$ cat config.mk
export PLATFORM = sky130hd
export DESIGN_NAME = i2c_scl_clkgen
export DESIGN_NICKNAME = d
export VERILOG_FILES = /design/src/rtl/i2c_pkg.sv /design/src/rtl/i2c_sync2.sv /design/src/rtl/i2c_scl_clkgen.sv
export SDC_FILE = /design/constraint.sdc
export NUM_CORES = 1
export LEC_CHECK = 0
export BUFFER_PORTS_ARGS = -buffer_cell sky130_fd_sc_hd__buf_2
export CORE_UTILIZATION = 35
export CTS_BUF_LIST = sky130_fd_sc_hd__clkbuf_8
export DETAILED_ROUTE_END_ITERATION = 6
export PLACE_DENSITY = 0.56
export SYNTH_ARGS = -nofsm -noshare
export SYNTH_HDL_FRONTEND = slang
export SYNTH_SLANG_ARGS = --single-unit
$ cat constraint.sdc
create_clock -name CLK -period 5.4 [get_ports CLK]
set_clock_uncertainty 0.2 [all_clocks]
set_input_delay 0.54 -clock CLK [delete_from_list [all_inputs] [get_ports CLK]]
set_output_delay 0.54 -clock CLK [all_outputs]
set_load 0.005 [all_outputs]
$ cat src/rtl/i2c_pkg.sv
// i2c_pkg: shared I2C state encoding, default bus timing constants and the quarter-period helper.
package i2c_pkg;
    localparam int DEF_CLK_FREQ_HZ         = 100_000_000;
    localparam int DEF_SCL_FREQ_HZ         = 100_000;
    localparam int DEF_STRETCH_TIMEOUT_CYC = 1_000_000;

    typedef enum logic [2:0] {
        IDLE,
        HOLD,
        LOW_A,
        LOW_B,
        WAIT_HIGH,
        HIGH_A,
        HIGH_B
    } scl_state_t;

    function automatic int quarter_cycles(input int clk_hz, input int scl_hz);
        return clk_hz / (4 * scl_hz);
    endfunction
endpackage

$ cat src/rtl/i2c_sync2.sv
// i2c_sync2: 2-FF synchronizer for an open-drain bus line; resets to 1 (bus idle high).
module i2c_sync2 (
    input  logic CLK,
    input  logic reset,
    input  logic d,
    output logic q
);
    logic meta;

    always_ff @(posedge CLK) begin
        if (reset) {q, meta} <= 2'b11;
        else {q, meta} <= {meta, d};
    end
endmodule

$ cat src/rtl/i2c_scl_clkgen.sv
// i2c_scl_clkgen: open-drain SCL generator with phase ticks and slave clock-stretch support.
// Define I2C_STRETCH_TIMEOUT_EN to abort a stretch longer than STRETCH_TIMEOUT_CYC cycles.
module i2c_scl_clkgen
    import i2c_pkg::*;
#(
    parameter int CLK_FREQ_HZ         = DEF_CLK_FREQ_HZ,
    parameter int SCL_FREQ_HZ         = DEF_SCL_FREQ_HZ,
    parameter int STRETCH_TIMEOUT_CYC = DEF_STRETCH_TIMEOUT_CYC
) (
    input  logic CLK,
    input  logic reset,
    input  logic clkgen_rst,
    input  logic scl_pin_val,
    output logic scl_t,
    output logic fall_tick,
    output logic data_tick,
    output logic rise_tick,
    output logic sample_tick,
    output logic stretching,
    output logic running,
    output logic stretch_timeout
);
    localparam int QUARTER = quarter_cycles(CLK_FREQ_HZ, SCL_FREQ_HZ);
    localparam int CW = QUARTER < 2 ? 1 : $clog2(QUARTER);
    localparam logic [CW-1:0] RELOAD = CW'(QUARTER - 1);

    if (QUARTER < 2 || STRETCH_TIMEOUT_CYC < 1) begin : g_bad_cfg
        $error("i2c_scl_clkgen: QUARTER must be >= 2 and STRETCH_TIMEOUT_CYC >= 1");
    end

    scl_state_t    state, nxt;
    logic [CW-1:0] cnt;
    logic          half, done, timeout, scl_sync;

    i2c_sync2 u_sync (.CLK(CLK), .reset(reset), .d(scl_pin_val), .q(scl_sync));

    assign done       = cnt == '0;
    assign stretching = state == WAIT_HIGH && !scl_sync;

    always_comb begin
        nxt = state;
        case (state)
            IDLE:      nxt = stretch_timeout ? IDLE : HOLD;
            HOLD:      nxt = done && half ? LOW_A : HOLD;
            LOW_A:     nxt = done ? LOW_B : LOW_A;
            LOW_B:     nxt = done ? WAIT_HIGH : LOW_B;
            WAIT_HIGH: nxt = timeout ? IDLE : scl_sync ? HIGH_A : WAIT_HIGH;
            HIGH_A:    nxt = done ? HIGH_B : HIGH_A;
            HIGH_B:    nxt = done ? LOW_A : HIGH_B;
            default:   nxt = IDLE;
        endcase
    end

    // HOLD spans two quarters; half marks the second so the counter stays QUARTER wide.
    always_ff @(posedge CLK) begin
        if (reset || clkgen_rst) begin
            state       <= IDLE;
            cnt         <= '0;
            half        <= 1'b0;
            scl_t       <= 1'b1;
            fall_tick   <= 1'b0;
            data_tick   <= 1'b0;
            rise_tick   <= 1'b0;
            sample_tick <= 1'b0;
            running     <= 1'b0;
        end else begin
            state       <= nxt;
            half        <= state == HOLD && nxt == HOLD && (half || done);
            cnt         <= nxt == IDLE || nxt == WAIT_HIGH ? '0
                         : nxt != state || (state == HOLD && done) ? RELOAD
                         : cnt - 1'b1;
            scl_t       <= nxt != LOW_A && nxt != LOW_B;
            fall_tick   <= nxt == LOW_A && state != LOW_A;
            data_tick   <= nxt == LOW_B && state != LOW_B;
            rise_tick   <= nxt == HIGH_A && state != HIGH_A;
            sample_tick <= nxt == HIGH_B && state != HIGH_B;
            running     <= nxt != IDLE;
        end
    end

`ifdef I2C_STRETCH_TIMEOUT_EN
    localparam int SW = $clog2(STRETCH_TIMEOUT_CYC + 1);
    logic [SW-1:0] scnt;

    assign timeout = state == WAIT_HIGH && !scl_sync && scnt == SW'(STRETCH_TIMEOUT_CYC - 1);

    always_ff @(posedge CLK) begin
        if (reset || clkgen_rst) begin
            scnt            <= '0;
            stretch_timeout <= 1'b0;
        end else begin
            scnt            <= state == WAIT_HIGH ? scnt + 1'b1 : '0;
            stretch_timeout <= stretch_timeout | timeout;
        end
    end
`else
    assign timeout         = 1'b0;
    assign stretch_timeout = 1'b0;
`endif
endmodule

### After elaboration in Yosys (flattened, before gate mapping)

Index checks and enable logic that the tools add are counted.
Widths: inputs -> output; s select.

| operators by class | value |
|---|---|
| add/subtract/negate cells | 1 |
| eq/ne operators | 19 |
| muxes and demuxes | 8 |
| reduce and logical (&&, ||, !) cells | 21 |

Operators with widths:

| kind | count |
|---|---|
| $pmux 3 s7 | 1 |
| $eq 3x3->1 const B | 6 |
| $eq 3x2->1 const B | 4 |
| $ne 3x2->1 const B | 4 |
| $logic_and 1x1->1 | 10 |
| $logic_not 8->1 | 1 |
| $mux 8 | 1 |
| $sub 8x1->8 const B | 1 |
| $eq 3x1->1 const B | 2 |
| $logic_not 3->1 | 2 |
| $mux 3 | 2 |
| $ne 3x3->1 const B | 2 |
| $logic_or 1x1->1 | 4 |
| $mux 2 | 2 |
| $ne 3x3->1 | 1 |
| $reduce_bool 3->1 | 1 |
| $reduce_or 3->1 | 1 |
| $mux 1 | 2 |
| $reduce_or 2->1 | 1 |
| $logic_not 1->1 | 1 |

| word-level totals | value |
|---|---|
| register bits after elaboration | 20 |
| bits of input ports | 4 |
| output and inout port bits | 8 |
| logic and storage cells | 61 |

### Longest topological paths before layout

| logic depth | value |
|---|---|
| word-level depth | 7 |
| depth in mapped cells | 6 |
| depth with buffers taken out | 6 |

### Hierarchy

From an unflattened synthesis, not the netlist that was laid out.

| second synthesis, totals | value |
|---|---|
| cell total of the unflattened synthesis | 114 |
| area, all modules | 1036.0 µm² |

Modules (own cells, without submodules):

| module | times used | cells each | area each (µm²) | seq. area each (µm²) |
|---|---|---|---|---|
| i2c_scl_clkgen | 1 | 110 | 983.4 | 360.3 |
| i2c_sync2 | 1 | 4 | 52.6 | 40.0 |

### Worst setup path before layout

OpenSTA, ideal clock, no wires.

| timing path | value |
|---|---|
| kind | register to register |
| start | reg cnt[0] |
| end | reg cnt[3] |
| arrival | 1.678 ns |
| setup slack | 3.373 ns |
| cell stages (with the launch flop) | 7 |
| buffers on the path | 0 |
| path through | dfxtp_1 inv_1 ha_1 nor3b_1 nand2_1 a221oi_2 a221oi_1 |

| on the way | value |
|---|---|
| cells in the longest elaborated chain, start to end | 7 |
| elaborated cells between the ends (all ways) | 17 |

Ends and longest elaborated chain:

| what | RTL line | source |
|---|---|---|
| from (decl) | i2c_scl_clkgen.sv:32 | `logic [CW-1:0] cnt;` |
| from (signal assigned) | i2c_scl_clkgen.sv:69 | `cnt <= nxt == IDLE \|\| nxt == WAIT_HIGH ? '0` |
| $logic_not 8->1 | i2c_scl_clkgen.sv:37 | `assign done = cnt == '0;` |
| $logic_and 1x1->1 | i2c_scl_clkgen.sv:44 | `HOLD: nxt = done && half ? LOW_A : HOLD;` |
| $mux 2 | i2c_scl_clkgen.sv:44 |  |
| $pmux 3 s7 | i2c_scl_clkgen.sv:42 | `case (state)` |
| $ne 3x3->1, or another cell as far along | i2c_scl_clkgen.sv:70 | `: nxt != state \|\| (state == HOLD && done) ? RELOAD` |
| $logic_or 1x1->1, on equally long branches | i2c_scl_clkgen.sv:70, i2c_scl_clkgen.sv:69 |  |
| $mux 8 / $reduce_or 2->1 (equally long branches) | n/a |  |

Parallel ways exist; a longest one is shown, timed or not.
A chain may end at the register's enable or synchronous reset.

### Final worst setup path

| timing path | value |
|---|---|
| start | reg cnt[0] |
| end | reg cnt[4] |

The elaborated chain is that of the path after synthesis.

==> impl_results.md <==
* Status: finished clean
* Path length in cells of the critical path at 6
* Clock Pin Slew Worst Setup and Hold Paths at 0.07 ns
* Core area at 2567 µm²
* Combinational share of power at 12.2%
* Type of the worst setup path: reg -> reg
* CP Capture Type: flip-flop
* Worst Setup EP: cnt[4]$_SDFF_PP0_
* Final setup margin at 3.037 ns
* Vias/cell at 5.632
* Gpl congestion at 0.8068
* Worst path max stage delay at 0.54 ns
* CP top delay family: compound AO/OA/AOI/OAI gates
* Flops & latches, synth at 20
* Hold buffer count at CTS at 0
* Initial antenna violation count at 0
* Worst setup path startpoint: cnt[0]$_SDFF_PP0_
* Maxcap violations at 0
* Startpoint Class: flip-flop
* FF-to-FF End: cnt[4]$_SDFF_PP0_
* DP Worst Slack at 3.033 ns
* Peak VDD IR at 0.0002019 V
* Die H at 55.14 µm
* Cell Area, Synth at 988.4 µm²
* R2r setup slk at 3.04 ns
* Measured slew at the worst slew-check pin at 0.5434 ns
* Finished Cell Area at 1100 µm²
* CTS tree: yes
* Ys async rst share at 0%
* Synth warnings at 0
* Num Clock Sinks at 20
* Final setup viols at 0
* Share of cells above drive strength 1 at 19.67%
* Worst Min Path Start: u_sync.meta$_SDFF_PP1_
* First-pass GRT wire length at 3.346 mm
* Area after DPL at 1045 µm²
* WP data required at 5.31 ns
* Worst hold path type: reg -> reg
* Fin crit share at 43.76%
* Top_reg_cell synth: dfxtp_1
* Ranking of synthesized cells by area: dfxtp_1 (41%), a21oi_1 (3.5%), a221oi_1 (3.5%)
* Fin Setup TNS at 0 ns
* Final nets at 128
* Critical path, cell by cell: inv_1 > ha_1 > nor3b_1 > nand2_1 > a221oi_2 > a221oi_1
* Sequential-to-total area share from yosys stat at 40.51%
* Internal at 233.1 µW
* Largest register by flop count: cnt
* Number of enable flip-flop cells after synthesis at 0
* Final hold vios at 0
* Post-CTS Setup Inserts at 0
* Post-Syn Nets at 120
* Die ar. at 3040 µm²
* Max reg flops at 8
* Die Wd at 55.14 µm
* Vias in the first global route at 701
* Wirelength per Cell at 12.97 µm
* DR iter-0 viols at 24
* Switching Share at 24.38%
* Num rows at 18
* Met2 wire len at 883 µm
* NetSw at 75.16 µW
* FMAX at 423.2 MHz
* DRC viols at 0
* Largest regs: cnt (8), state (3)
* Antenna cells at 0
* Synth cell types at 38
* Post-CTS sizing at 0
* # port buffers at 10
* Placed Cells at 148
* CTS buffer count at 3
* Flop pwr share at 51.5%
* CTS Buffer Depth at 2
* Final min period at 2.363 ns
* Final HPWL DP at 1.383 mm
* Initial Util at 38.50%
* Area delta synth->final at 11.27%
* Top cell type by total area after synthesis: dfxtp_1
* # IOs at 12
* FF-to-FF Start: cnt[0]$_SDFF_PP0_
* Antenna viol nets, final at 0
* Final slew viol count at 0
* Worst R2R Path Depth at 6
* Max layer used: met4
* H-tree levels at 1
* Critical path data arrival time at 2.28 ns
* Later-pin clock latency in the skew report at 0.26 ns
* Leakage at 0.4304 nW
* Crit-path slowest cell: a221oi_2
* Post-Route WL at 1.972 mm
* Worst path buffer plus inverter count at 1
* Share of the synthesized area in the top cell type at 40.51%
* PD cells at 280.3 nW/µm²
* RSZ-0062 raised after global routing: no
* GRT Total Usage at 16.23%
* Clock Power Share at 36.4%
* 1st-pass router iterations at 4
* Rel. slew slack at 63.77%
* Filler-free cell count of the finished design at 152
* Clock Tree Root: clkbuf_8
* Via count at 856
* Grt ovf at 0
* Cell count after synthesis at 115
* Largest net degree at the start of global routing at 18
* Max FO, Critical Path at 7
* Met3 WL post-DR at 109 µm
* WL met1 at 949 µm
* Avg Cell Area, Syn at 8.595 µm²
[routing by layer]
metal,track usage (%),up-vias
met3,5.738,5
met5,0,-
met4,6.250,0
met1,22.68,401
li1,-,425
met2,22.49,25
[power groups by stage]
| stage | registers [mW] | clock network, mW | logic, mW |
|---|---|---|---|
| after floorplan | 0.160 | 0 | 0.0321 |
| after global placement | 0.162 | 0 | 0.0377 |
| after detailed placement | 0.162 | 0 | 0.0369 |
| after CTS | 0.158 | 0.116 | 0.0375 |
| after global routing | 0.159 | 0.122 | 0.0421 |
| final | 0.159 | 0.112 | 0.0375 |
[cells by family (layout without fill, tap and decap cells)]
group | count (synthesis) | in the layout | synth area share (%)
AO/OA/AOI/OAI | 28 | 28 | 19.37
buffers and inverters | 13 | 20 | 5.443
other | 1 | 1 | 0.3794
AND/OR/NAND/NOR | 46 | 46 | 27.47
XOR/XNOR | 5 | 5 | 4.431
adder cells (fa/ha/maj) | 1 | 1 | 1.266
multiplexers | 1 | 1 | 1.139
flip-flops | 20 | 20 | 40.51
[layout by cell type, fill, tap and decap left out, types with 2 or more instances in the layout]
cell type  netlist  layout
o21bai_1         2       2
or3b_2           3       3
a21oi_1          7       7
nor4_2           2       2
nor3_1           7       7
nand2_1          5       5
nor3b_1          2       2
xor2_1           3       3
buf_2            1      10
or2_2            3       3
o21ai_0          6       6
xnor2_1          2       2
clkbuf_8         0       4
nor2b_1          4       4
nor2_1           7       7
nand3_1          4       4
nand2b_1         3       3
dfxtp_1         20      20
inv_1            6       6
a221oi_1         4       4
a211oi_1         2       2
[synthesized netlist by cell type (3+ instances only)]
library cell,count
inv_1,6
clkbuf_1,5
nand2b_1,3
xor2_1,3
nor2_1,7
nor3_1,7
o21ai_0,6
or3b_2,3
a221oi_1,4
nor2b_1,4
or2_2,3
a21oi_1,7
nand3_1,4
dfxtp_1,20
nand2_1,5
[per-stage QoR]
step	hold slack, ns	power, mW	utilization [%]
after floorplan	0.1895	0.1919	-
after global placement	0.1985	0.1996	40.69
after detailed placement	0.1967	0.1985	40.69
after CTS	0.2232	0.3115	42.84
after global routing	0.2408	0.3236	42.84
final	0.2221	0.3083	42.84
[worst min path at each step]
| stage | end | slack [ns] | cells past startpoint |
|---|---|---|---|
| 2_1_floorplan | u_sync.q$_SDFF_PP1_ | 0.19 | 1 |
| 3_3_place_gp | u_sync.q$_SDFF_PP1_ | 0.20 | 1 |
| 3_5_place_dp | u_sync.q$_SDFF_PP1_ | 0.20 | 1 |
| 4_1_cts | u_sync.q$_SDFF_PP1_ | 0.22 | 1 |
| 5_1_grt | u_sync.q$_SDFF_PP1_ | 0.24 | 1 |
| 6_report | u_sync.q$_SDFF_PP1_ | 0.22 | 1 |
[cell type report]
type / count / area, µm²
Clock buffer: 4 / 55.05
Fill cell: 276 / 1468
Inverter: 6 / 22.52
Multi-Input combinational cell: 82 / 534.3
Sequential cell: 20 / 400.4
Tap cell: 30 / 37.54
Timing Repair Buffer: 10 / 50.05
No activity file was read; power rests on OpenSTA's default activity.
